### config.mk
export PLATFORM = sky130hd
export DESIGN_NAME = alu_decoder_md
export DESIGN_NICKNAME = d
export VERILOG_FILES = /design/src/rtl/alu_pkg.sv /design/src/rtl/muldiv_iter.sv /design/src/rtl/alu_decoder_md.sv
export SDC_FILE = /design/constraint.sdc
export NUM_CORES = 1
export LEC_CHECK = 0
export CAP_MARGIN = 10
export CORE_AREA = 4 4 152 264
export CTS_BUF_LIST = sky130_fd_sc_hd__clkbuf_8
export DETAILED_ROUTE_END_ITERATION = 12
export DIE_AREA = 0 0 156 268
export DONT_BUFFER_PORTS = 1
export PLACE_DENSITY = 0.56
export SLEW_MARGIN = 20
export SYNTH_ARGS = -nofsm -noshare
export SYNTH_HDL_FRONTEND = slang
export SYNTH_HIERARCHICAL = 1
export SYNTH_SLANG_ARGS = --single-unit
### constraint.sdc
create_clock -name clk -period 7.2 [get_ports clk]
set_input_delay 1.44 -clock clk [delete_from_list [all_inputs] [get_ports clk]]
set_output_delay 1.44 -clock clk [all_outputs]
set_load 0.02 [all_outputs]
### src/rtl/alu_pkg.sv
// alu_pkg: shared ALU/M-extension encodings for the execute-stage decoder.
package alu_pkg;

    typedef enum logic [3:0] {
        ALU_ADD  = 4'd0,
        ALU_SUB  = 4'd1,
        ALU_SLL  = 4'd2,
        ALU_SLT  = 4'd3,
        ALU_SLTU = 4'd4,
        ALU_XOR  = 4'd5,
        ALU_SRL  = 4'd6,
        ALU_SRA  = 4'd7,
        ALU_OR   = 4'd8,
        ALU_AND  = 4'd9,
        ALU_LUI  = 4'd10
    } alu_op_t;

    typedef enum logic [2:0] {
        MD_MUL    = 3'd0,
        MD_MULH   = 3'd1,
        MD_MULHSU = 3'd2,
        MD_MULHU  = 3'd3,
        MD_DIV    = 3'd4,
        MD_DIVU   = 3'd5,
        MD_REM    = 3'd6,
        MD_REMU   = 3'd7
    } md_op_t;

    typedef enum logic [1:0] {
        S_IDLE = 2'd0,
        S_MUL  = 2'd1,
        S_DIV  = 2'd2,
        S_DONE = 2'd3
    } md_state_t;

    localparam logic [6:0] FUNCT7_ALT  = 7'b0100000;
    localparam logic [6:0] FUNCT7_MEXT = 7'b0000001;

endpackage

### src/rtl/muldiv_iter.sv
// muldiv_iter: iterative RV32M/RV64M multiply/divide engine with start/done handshake.
// ALU_DEC_FASTMUL_EN: multiply in one cycle with an array multiplier instead of shift-add.
module muldiv_iter
    import alu_pkg::*;
#(
    parameter int XLEN = 32
) (
    input  logic            clk,
    input  logic            rst,
    input  logic            start_i,
    input  md_op_t          op_i,
    input  logic [XLEN-1:0] a_i,
    input  logic [XLEN-1:0] b_i,
    output logic            idle_o,
    output logic            busy_o,
    output logic            done_o,
    output logic [XLEN-1:0] result_o
);

    localparam int CW = $clog2(XLEN);
    localparam logic [XLEN-1:0] MIN_NEG = {1'b1, {(XLEN-1){1'b0}}};

    md_state_t         state_q;
    logic [CW-1:0]     cnt_q;
    logic [2*XLEN-1:0] p_q;
    logic [XLEN-1:0]   m_q;
    logic [XLEN-1:0]   result_q;
    logic              sa_q, sb_q, rem_q;

    logic              is_div, a_signed, b_signed, sa, sb, div_zero, ovf;
    logic [XLEN-1:0]   mag_a, mag_b, special_res;
    logic [XLEN:0]     div_sh, div_diff;
    logic [2*XLEN-1:0] div_next;
    logic [XLEN-1:0]   quo, rem, div_res;

    // Select the high or low half of a magnitude product after restoring its sign.
    function automatic logic [XLEN-1:0] mul_pick(input logic [2*XLEN-1:0] p, input logic neg, input logic hi);
        logic [2*XLEN-1:0] s;
        s = neg ? -p : p;
        return hi ? s[2*XLEN-1:XLEN] : s[XLEN-1:0];
    endfunction

    assign is_div      = op_i[2];
    assign a_signed    = op_i inside {MD_MULH, MD_MULHSU, MD_DIV, MD_REM};
    assign b_signed    = op_i inside {MD_MULH, MD_DIV, MD_REM};
    assign sa          = a_signed & a_i[XLEN-1];
    assign sb          = b_signed & b_i[XLEN-1];
    assign mag_a       = sa ? -a_i : a_i;
    assign mag_b       = sb ? -b_i : b_i;
    assign div_zero    = is_div & (b_i == '0);
    assign ovf         = (op_i == MD_DIV || op_i == MD_REM) && a_i == MIN_NEG && b_i == '1;
    // op_i[1] separates REM/REMU from DIV/DIVU
    assign special_res = div_zero ? (op_i[1] ? a_i : '1) : (op_i[1] ? '0 : a_i);

    // Restoring divide step: remainder in the upper half, dividend/quotient in the lower half.
    assign div_sh   = {p_q[2*XLEN-1:XLEN], p_q[XLEN-1]};
    assign div_diff = div_sh - {1'b0, m_q};
    assign div_next = div_diff[XLEN] ? {div_sh[XLEN-1:0], p_q[XLEN-2:0], 1'b0}
                                     : {div_diff[XLEN-1:0], p_q[XLEN-2:0], 1'b1};
    assign quo      = div_next[XLEN-1:0];
    assign rem      = div_next[2*XLEN-1:XLEN];
    assign div_res  = rem_q ? (sa_q ? -rem : rem) : ((sa_q ^ sb_q) ? -quo : quo);

`ifndef ALU_DEC_FASTMUL_EN
    logic              hi_q;
    logic [XLEN:0]     mul_sum;
    logic [2*XLEN-1:0] mul_next;

    // Shift-add step: add the multiplicand into the upper half when the low bit is set, then shift right.
    assign mul_sum  = {1'b0, p_q[2*XLEN-1:XLEN]} + (p_q[0] ? {1'b0, m_q} : '0);
    assign mul_next = {mul_sum, p_q[XLEN-1:1]};
`endif

    // Engine FSM: latch operands, iterate one bit per cycle, fix signs on entry to DONE.
    always_ff @(posedge clk) begin
        if (rst) begin
            state_q  <= S_IDLE;
            cnt_q    <= '0;
            p_q      <= '0;
            m_q      <= '0;
            result_q <= '0;
            sa_q     <= 1'b0;
            sb_q     <= 1'b0;
            rem_q    <= 1'b0;
`ifndef ALU_DEC_FASTMUL_EN
            hi_q     <= 1'b0;
`endif
        end else begin
            case (state_q)
                S_IDLE: if (start_i) begin
                    sa_q  <= sa;
                    sb_q  <= sb;
                    rem_q <= op_i[1];
                    cnt_q <= CW'(XLEN-1);
                    if (div_zero || ovf) begin
                        result_q <= special_res;
                        state_q  <= S_DONE;
                    end else if (is_div) begin
                        p_q     <= {{XLEN{1'b0}}, mag_a};
                        m_q     <= mag_b;
                        state_q <= S_DIV;
                    end else begin
`ifdef ALU_DEC_FASTMUL_EN
                        result_q <= mul_pick({{XLEN{1'b0}}, mag_a} * {{XLEN{1'b0}}, mag_b}, sa ^ sb, |op_i[1:0]);
                        state_q  <= S_DONE;
`else
                        hi_q    <= |op_i[1:0];
                        p_q     <= {{XLEN{1'b0}}, mag_b};
                        m_q     <= mag_a;
                        state_q <= S_MUL;
`endif
                    end
                end
`ifndef ALU_DEC_FASTMUL_EN
                S_MUL: begin
                    p_q   <= mul_next;
                    cnt_q <= cnt_q - 1'b1;
                    if (cnt_q == '0) begin
                        result_q <= mul_pick(mul_next, sa_q ^ sb_q, hi_q);
                        state_q  <= S_DONE;
                    end
                end
`endif
                S_DIV: begin
                    p_q   <= div_next;
                    cnt_q <= cnt_q - 1'b1;
                    if (cnt_q == '0) begin
                        result_q <= div_res;
                        state_q  <= S_DONE;
                    end
                end
                default: state_q <= S_IDLE;
            endcase
        end
    end

    assign idle_o   = state_q == S_IDLE;
    assign busy_o   = state_q == S_MUL || state_q == S_DIV;
    assign done_o   = state_q == S_DONE;
    assign result_o = result_q;

endmodule

### src/rtl/alu_decoder_md.sv
// alu_decoder_md: ALUOp/funct3/funct7 decoder with RV32M/RV64M multiply/divide and pipeline stall.
// ALU_DEC_FASTMUL_EN: selects the single-cycle multiplier inside muldiv_iter.
module alu_decoder_md
    import alu_pkg::*;
#(
    parameter int XLEN = 32
) (
    input  logic            clk,
    input  logic            rst,
    input  logic            valid_i,
    input  logic [1:0]      ALUOp,
    input  logic [2:0]      funct3,
    input  logic [6:0]      funct7,
    input  logic [XLEN-1:0] rs1_val,
    input  logic [XLEN-1:0] rs2_val,
    output logic [3:0]      alu_op,
    output logic            use_md,
    output logic            stall,
    output logic            md_done,
    output logic [XLEN-1:0] md_result
);

    logic    req, alt, idle, busy;
    alu_op_t rtype_op;

    assign req = valid_i && ALUOp == 2'b10 && funct7 == FUNCT7_MEXT;
    assign alt = funct7 == FUNCT7_ALT;

    // R/I-type operation by funct3; funct7 alt bit picks SUB and SRA.
    always_comb begin
        rtype_op = ALU_ADD;
        case (funct3)
            3'b000: rtype_op = alt ? ALU_SUB : ALU_ADD;
            3'b001: rtype_op = ALU_SLL;
            3'b010: rtype_op = ALU_SLT;
            3'b011: rtype_op = ALU_SLTU;
            3'b100: rtype_op = ALU_XOR;
            3'b101: rtype_op = alt ? ALU_SRA : ALU_SRL;
            3'b110: rtype_op = ALU_OR;
            3'b111: rtype_op = ALU_AND;
        endcase
    end

    assign alu_op = req            ? ALU_ADD :
                    ALUOp == 2'b00 ? ALU_ADD :
                    ALUOp == 2'b01 ? ALU_SUB :
                    ALUOp == 2'b11 ? ALU_LUI : rtype_op;
    assign use_md = req;
    // The pipeline is released in the DONE cycle, so only a fresh request or an active iteration stalls.
    assign stall  = !rst && ((idle && req) || busy);

    muldiv_iter #(.XLEN(XLEN)) u_md (
        .clk      (clk),
        .rst      (rst),
        .start_i  (req),
        .op_i     (md_op_t'(funct3)),
        .a_i      (rs1_val),
        .b_i      (rs2_val),
        .idle_o   (idle),
        .busy_o   (busy),
        .done_o   (md_done),
        .result_o (md_result)
    );

endmodule

==> results of run 1 <==
==> worst max-delay path: stages (launching register included) <==
cell	delay (ps)
sky130_fd_sc_hd__dfxtp_1	560
sky130_fd_sc_hd__inv_1	120
sky130_fd_sc_hd__ha_1	250
sky130_fd_sc_hd__fa_1	410
sky130_fd_sc_hd__nand2b_1	230
sky130_fd_sc_hd__a21oi_1	240
sky130_fd_sc_hd__o21a_1	210
sky130_fd_sc_hd__nor3_1	140
sky130_fd_sc_hd__o31a_1	400
sky130_fd_sc_hd__xnor2_2	170
sky130_fd_sc_hd__inv_2	350
sky130_fd_sc_hd__nor2_1	80
sky130_fd_sc_hd__a21oi_1	230
sky130_fd_sc_hd__ha_1	250
sky130_fd_sc_hd__nand3_1	100
sky130_fd_sc_hd__mux2i_1	500
sky130_fd_sc_hd__o2111ai_1	460
sky130_fd_sc_hd__o41ai_1	510
sky130_fd_sc_hd__xnor2_1	160
sky130_fd_sc_hd__o21ai_0	90
sky130_fd_sc_hd__a221oi_1	300
==> cells in the final DEF (no fill, tap or decap), types with 73 or more instances in the layout <==
master / synthesis / routed
sky130_fd_sc_hd__o21ai_0: 198 / 198
sky130_fd_sc_hd__inv_1: 77 / 79
sky130_fd_sc_hd__ha_1: 76 / 73
sky130_fd_sc_hd__a21oi_1: 208 / 208
sky130_fd_sc_hd__dfxtp_1: 139 / 139
sky130_fd_sc_hd__xnor2_1: 117 / 115
sky130_fd_sc_hd__nor3_1: 77 / 77
sky130_fd_sc_hd__nand2_1: 300 / 300
sky130_fd_sc_hd__xor2_1: 99 / 98
sky130_fd_sc_hd__nor2_1: 277 / 276
==> cell usage after synthesis, types with 36 or more instances <==
cell type,instances
sky130_fd_sc_hd__a21oi_1,208
sky130_fd_sc_hd__a22o_1,48
sky130_fd_sc_hd__clkbuf_1,154
sky130_fd_sc_hd__dfxtp_1,139
sky130_fd_sc_hd__ha_1,76
sky130_fd_sc_hd__inv_1,77
sky130_fd_sc_hd__nand2_1,300
sky130_fd_sc_hd__nand3_1,40
sky130_fd_sc_hd__nor2_1,277
sky130_fd_sc_hd__nor3_1,77
sky130_fd_sc_hd__o211ai_1,36
sky130_fd_sc_hd__o21ai_0,198
sky130_fd_sc_hd__xnor2_1,117
sky130_fd_sc_hd__xor2_1,99
==> worst paths after layout <==
check,end,slack (ps),depth (start not counted)
max,u_md/result_o[28]$_SDFFE_PP0P_,1320,20
min,u_md/m_q[30]$_SDFFE_PP0P_,450,2
max reg2reg,u_md/result_o[28]$_SDFFE_PP0P_,1320,20
min reg2reg,u_md/m_q[30]$_SDFFE_PP0P_,450,2
==> state kept, by name (all words and copies together), names as in the netlist <==
| name | cells |
|---|---|
| u_md/sb_q | 1 |
| u_md/state_q | 2 |
| u_md/cnt_q | 5 |
| u_md/result_o | 32 |
| u_md/hi_q | 1 |
| u_md/m_q | 32 |
| u_md/rem_q | 1 |
| u_md/p_q | 64 |
| u_md/sa_q | 1 |
==> layout make-up <==
| cell class | count | area share (%) |
|---|---|---|
| inverters | 79 | 1.69 |
| diodes | 1 | 0.0143 |
| flip-flops and latches | 139 | 15.9 |
| well taps | 485 | 3.46 |
| multi-input cells | 2079 | 75.2 |
| repair buffers | 32 | 1.37 |
| clock inverters | 12 | 0.835 |
| clock buffers | 20 | 1.57 |
==> stage by stage <==
step | util [%] | worst slack (ps) | cells | total power, W | hold WS [ps]
floorplan | - | 2150 | 2486 | 0.00236 | 432
global placement | 44.8 | 1640 | 2814 | 0.00307 | 437
detailed placement | 44.9 | 1500 | 2814 | 0.00308 | 440
CTS | 46.0 | 1500 | 2846 | 0.00379 | 451
global route | 46.0 | 1040 | 2847 | 0.00402 | 477
finish | 46.0 | 1320 | 2847 | 0.00384 | 451
==> power groups by stage <==
stage / sequential (W) / clock (W) / combinational (W)
floorplan: 0.000866 / 0 / 0.00150
global placement: 0.000948 / 0 / 0.00212
detailed placement: 0.000949 / 0 / 0.00213
CTS: 0.000931 / 0.000728 / 0.00214
global route: 0.000943 / 0.000760 / 0.00231
finish: 0.000934 / 0.000722 / 0.00218
==> cell families (layout without fill, tap and decap cells) <==
family	count (synthesis)	count (layout)	synth area share (%)
simple gates	907	907	25.0
mux	29	29	1.78
xor+xnor	216	216	11.2
flops	139	139	16.4
fa+ha+maj	106	106	7.49
other cells	0	1	0
compound gates	821	821	31.9
buf+inv	268	143	6.21
==> routing by layer <==
metal | vias up | GRT usage [%] | wire, um
li1 | 8813 | - | -
met1 | 9008 | 38.4 | 26700
met2 | 911 | 57.2 | 34700
met3 | 218 | 4.83 | 4890
met4 | 0 | 21.4 | 5150
met5 | - | 0 | 0
==> flow_summary_export.csv, run 1 <==
group,metric,value,unit
synth,yosys.area.top_type,"sky130_fd_sc_hd__dfxtp_1",
setup_path,timing.critical_path.required,7600,ps
placed_design,place.gp.congestion,1.03,
clock_network,cts_inserted_buffers,17,
power,power.switching,0.00198,W
placed_design,dpl.hpwl,55200,um
sta,timing.final.hold_violations,0,
status,run_status,"complete, no violations",
detailed_routing,drt_first_iter_violations,1696,
clock_network,clk_pin_slew,90,ps
final_layout,nFillCells,3988,
sta,max_slew.worst_pin.slew,1360,ps
die,fp-row-count,95,
sta,final.setup.tns,0,ps
sta,setup-violations-final,0,
die,fp.dieH,268,um
detailed_routing,drt.antenna.violating_nets,0,
detailed_routing,routed_wl,71400,um
detailed_routing,drt_pass1_iterations,6,
synth,ys_async_sr_fraction,0,%
sta,final.min_clock_period,5880,ps
clock_network,tritoncts_num_sinks,139,
synth,synth_cell_types,96,
detailed_routing,dr_total_vias,19000,
clock_network,clock_insertion_delay_worst_skew,500,ps
clock_network,ctsHtreeMaxLevel,4,
global_routing,number_of_global_route_vias_before_repair,18500,
setup_path,regToRegStartpoint,"u_md/p_q[31]$_SDFFE_PP0P_",
power,max-vdd-ir-drop,0.273,mV
clock_network,cts_root_buf,"sky130_fd_sc_hd__clkbuf_8",
setup_path,end_kind,"register",
synth,post_synth.cell_area_avg,6.82,um2
clock_network,cts_hold_repair.buffers,0,
clock_network,maximum_root_to_sink_buffer_count,2,
final_layout,synthToLayoutAreaGrowth,3.42,%
detailed_routing,wl_per_cell,25.1,um
global_routing,gr-total-overflow,0,
detailed_routing,via_density,6.66,
sta,finalCritPeriodShare,81.6,%
sta,relSlewSlack,9.29,%
synth,cells_taking_the_most_area_after_synthesis,"sky130_fd_sc_hd__dfxtp_1 (16%), sky130_fd_sc_hd__nand2_1 (6.6%), sky130_fd_sc_hd__a21oi_1 (6.1%)",
min_path,min-delay-start,"u_md/m_q[30]$_SDFFE_PP0P_",
die,ioPinCount,118,
sta,max_freq,170,MHz
sta,grt_setup_unrepaired,"no",
synth,ys_dominant_reg_cell,"sky130_fd_sc_hd__dfxtp_1",
die,start_util,44.5,%
final_layout,layout-drive-gt1-share,4.83,%
power,intPower,0.00186,W
job,max_cap_violations,0,
global_routing,grt_start_max_net_pins,139,
synth,synthDominantCellAreaShare,16.4,%
power,share_comb_of_total_power,56.8,%
die,placeableCoreArea,38200,um2
final_layout,multiInputGateArea,13200,um2
final_layout,design_area,17500,um2
sta,finalMaxSlewViolations,0,
die,die_footprint,41800,um2
global_routing,antenna_found_initial,1,
placed_design,placement.io_buffers,0,
power,power.share.clock,18.8,%
clock_network,cts_resized,0,
power,fraction_of_power_spent_switching_nets,51.6,%
synth,synthesis.yosys.warnings,6,
clock_network,cts_setup_buffers,0,
sta,clock_skew,21.9,ps
setup_path,critical_path.max_fanout,24,
power,power.density,219,nW/um2
setup_path,crit_path_start_kind,"register",
die,floorplan.die.width,156,um
synth,synthesis.instances,2486,
synth,number_of_enable_flip_flop_cells_after_synthesis,0,
setup_path,critical_path_class,"reg2reg",
global_routing,grt_pass1_wl,109000,um
power,cellLeakagePower,6.55,nW
detailed_routing,post-route-drc-count,0,
synth,synth_seq_area_share,16.4,%
synth,synth_nets,2643,
clock_network,clock_tree_from_tritoncts,"built",
setup_path,worst-endpoint-arrival,6270,ps
final_layout,finalNetCount,2505,
synth,netlist_area,17000,um2
final_layout,layout.area.seq,2780,um2
global_routing,grt_use_total,33.3,%
power,pwr-share-seq,24.4,%
setup_path,worstSetupStartpoint,"u_md/p_q[31]$_SDFFE_PP0P_",
min_path,worstHoldPathType,"reg2reg",
placed_design,dpl-instance-area,17100,um2
synth,ys_ff_latch,139,
(Power assumes the default switching activity.)
==> inputs of run 2 (changes only) <==
==> constraint.sdc (replaced) <==
create_clock -name clk -period 5.5 [get_ports clk]
set_input_delay 1.1 -clock clk [delete_from_list [all_inputs] [get_ports clk]]
set_output_delay 1.1 -clock clk [all_outputs]
set_load 0.02 [all_outputs]
==> flow_summary_export.csv, run 2 (synthesis results as in run 1) <==
group,metric,value,unit
detailed_routing,highest_layer,"met4",
setup_path,critical_path_class,"reg2reg",
global_routing,grt_use_total,33.9,%
final_layout,mostFrequentLayoutCell,"sky130_fd_sc_hd__nand2_1",
placed_design,placement.io_buffers,0,
min_path,hold_path_end,"u_md/m_q[26]$_SDFFE_PP0P_",
min_path,worstHoldPathType,"reg2reg",
detailed_routing,routed_wl,73000,um
clock_network,cts_inserted_buffers,17,
final_layout,design_area,17800,um2
setup_path,critical_path.max_stage_delay,910,ps
die,start_util,44.5,%
clock_network,maximum_root_to_sink_buffer_count,2,
global_routing,antenna_found_initial,1,
detailed_routing,m1WireLength,27700,um
clock_network,cts_root_buf,"sky130_fd_sc_hd__clkbuf_8",
setup_path,cp_top_family,"compound AO/OA/AOI/OAI gates",
status,run_status,"complete, no violations",
die,fp-row-count,95,
setup_path,timing.reg2reg.worst_path_depth,15,
setup_path,worst-r2r-setup-slack,260,ps
power,power.density,290,nW/um2
global_routing,gr-total-overflow,0,
placed_design,dpl.hpwl,56900,um
sta,finalCritPeriodShare,95.3,%
sta,relSlewSlack,23.9,%
sta,timing.final.hold_violations,0,
detailed_routing,wl_per_cell,25.4,um
clock_network,clock_tree_from_tritoncts,"built",
die,floorplan.die.width,156,um
sta,max_slew.worst_pin.slew,1130,ps
setup_path,crit_path_start_kind,"register",
die,ioPinCount,118,
detailed_routing,post-route-drc-count,0,
job,max_cap_violations,0,
global_routing,number_of_global_route_vias_before_repair,18400,
detailed_routing,drt.antenna.violating_nets,0,
detailed_routing,met2_length,35900,um
final_layout,synthToLayoutAreaGrowth,4.88,%
setup_path,timing.critical_path.required,5870,ps
global_routing,grt_start_max_net_pins,139,
final_layout,layout-drive-gt1-share,5.91,%
sta,final.setup.tns,0,ps
clock_network,clock_insertion_delay_worst_skew,500,ps
detailed_routing,drt_pass1_iterations,8,
min_path,min-delay-start,"u_md/m_q[26]$_SDFFE_PP0P_",
sta,finalMaxSlewViolations,0,
die,die_footprint,41800,um2
min_path,worst_hold_path.num_cells,2,
die,fp.dieH,268,um
setup_path,critical_path.max_fanout,33,
final_layout,most_flops_register,"u_md/p_q",
setup_path,regToRegStartpoint,"u_md/p_q[0]$_SDFFE_PP0P_",
die,placeableCoreArea,38200,um2
final_layout,largest_register_ffs,64,
setup_path,worst-endpoint-arrival,5610,ps
setup_path,timing.critical_path.slowest_stage_cell,"sky130_fd_sc_hd__o21ai_0",
power,max-vdd-ir-drop,0.450,mV
placed_design,place.gp.congestion,0.987,
setup_path,cp_cell_sequence,"clkinv_1 > buf_4 > nor2_1 > ha_1 > o21ai_0 > o21ai_0 > a211o_1 > xnor2_1 > nor3_1 > nand4b_1 > nor4_4 > a41oi_1 > xor2_1 > a221oi_1 > a221oi_1",
setup_path,r2r_end,"u_md/result_o[28]$_SDFFE_PP0P_",
sta,clock_skew,14.1,ps
setup_path,critPathBufInv,2,
sta,setup-violations-final,0,
clock_network,tritoncts_num_sinks,139,
detailed_routing,dr_total_vias,18900,
detailed_routing,route.met3.wl,4270,um
detailed_routing,via_density,6.58,
clock_network,cts_setup_buffers,0,
clock_network,clk_pin_slew,100,ps
power,cellLeakagePower,6.71,nW
setup_path,end_kind,"register",
sta,max_freq,191,MHz
sta,final.min_clock_period,5240,ps
final_layout,finalNetCount,2529,
sta,grt_setup_unrepaired,"no",
placed_design,dpl-instance-area,17300,um2
clock_network,ctsHtreeMaxLevel,4,
final_layout,layout.cells.most_common_list,"sky130_fd_sc_hd__nand2_1 (300), sky130_fd_sc_hd__nor2_1 (276), sky130_fd_sc_hd__a21oi_1 (208), sky130_fd_sc_hd__o21ai_0 (198), sky130_fd_sc_hd__dfxtp_1 (139)",
detailed_routing,drt_first_iter_violations,2100,
global_routing,grt_pass1_wl,110000,um
-- run 2: cell count changes in the layout (fill, tap and decap cells not counted), moves of 2 or more --
cell,change
sky130_fd_sc_hd__inv_1,-2
sky130_fd_sc_hd__nor4_2,-2
sky130_fd_sc_hd__inv_6,+5
sky130_fd_sc_hd__clkbuf_8,-2
sky130_fd_sc_hd__clkinv_2,-2
sky130_fd_sc_hd__buf_12,+2
sky130_fd_sc_hd__buf_4,+22
-- run 2: worst max path at each step --
| stage | start | endpoint | slack [ps] | cells after the start |
|---|---|---|---|---|
| after floorplan | u_md/p_q[31]$_SDFFE_PP0P_ | u_md/result_o[28]$_SDFFE_PP0P_ | 450 | 24 |
| after global placement | u_md/p_q[0]$_SDFFE_PP0P_ | u_md/result_o[28]$_SDFFE_PP0P_ | 240 | 16 |
| after detailed placement | u_md/p_q[36]$_SDFFE_PP0P_ | u_md/result_o[28]$_SDFFE_PP0P_ | 190 | 18 |
| after CTS | u_md/p_q[36]$_SDFFE_PP0P_ | u_md/result_o[28]$_SDFFE_PP0P_ | 140 | 18 |
| after global routing | u_md/p_q[0]$_SDFFE_PP0P_ | u_md/result_o[28]$_SDFFE_PP0P_ | 60 | 16 |
| final | u_md/p_q[0]$_SDFFE_PP0P_ | u_md/result_o[28]$_SDFFE_PP0P_ | 260 | 15 |
-- run 2: worst min-delay path: stages, from the launching register on --
cell	delay, ps
sky130_fd_sc_hd__dfxtp_1	320
sky130_fd_sc_hd__nand2_1	50
sky130_fd_sc_hd__a21oi_1	50
-- run 2: per-layer routing --
layer | up-vias | track usage, %
li1 | 8877 | -
met2 | 850 | 59.3
met4 | 0 | 20.8
met3 | 206 | 4.11
met1 | 8970 | 39.0
met5 | - | 0
-- run 2: through the flow --
step	power, W	instances	hold WS (ps)	util [%]	setup WS (ps)
final	0.00516	2871	453	46.6	257
after global routing	0.00539	2871	470	46.6	63.6
after CTS	0.00513	2870	453	46.6	145
after detailed placement	0.00410	2838	442	45.4	190
after global placement	0.00408	2838	440	45.4	243
after floorplan	0.00309	2486	432	-	447
-- run 2: area by class of cell --
type / count / area, um2
Antenna cell: 1 / 2.50
Clock buffer: 18 / 248
Clock inverter: 14 / 205
Fill cell: 4032 / 20400
Inverter: 79 / 297
Multi-Input combinational cell: 2079 / 13200
Sequential cell: 139 / 2780
Tap cell: 485 / 607
Timing Repair Buffer: 56 / 445
-- run 2: power breakdown --
group | switching [W] | internal (W) | leakage (nW) | total, W
clock network | 0.000507 | 0.000518 | 0.227 | 0.00103
registers | 0.000145 | 0.00107 | 1.12 | 0.00122
logic | 0.00196 | 0.000952 | 5.36 | 0.00291
total | 0.00261 | 0.00255 | 6.71 | 0.00516
-- run 2: timing repair --
| item | CTS | global route |
|---|---|---|
| endpoints found under the setup margin | 0 | 5 |
| gates resized for setup | 0 | 3 |
| hold buffers | 0 | 0 |
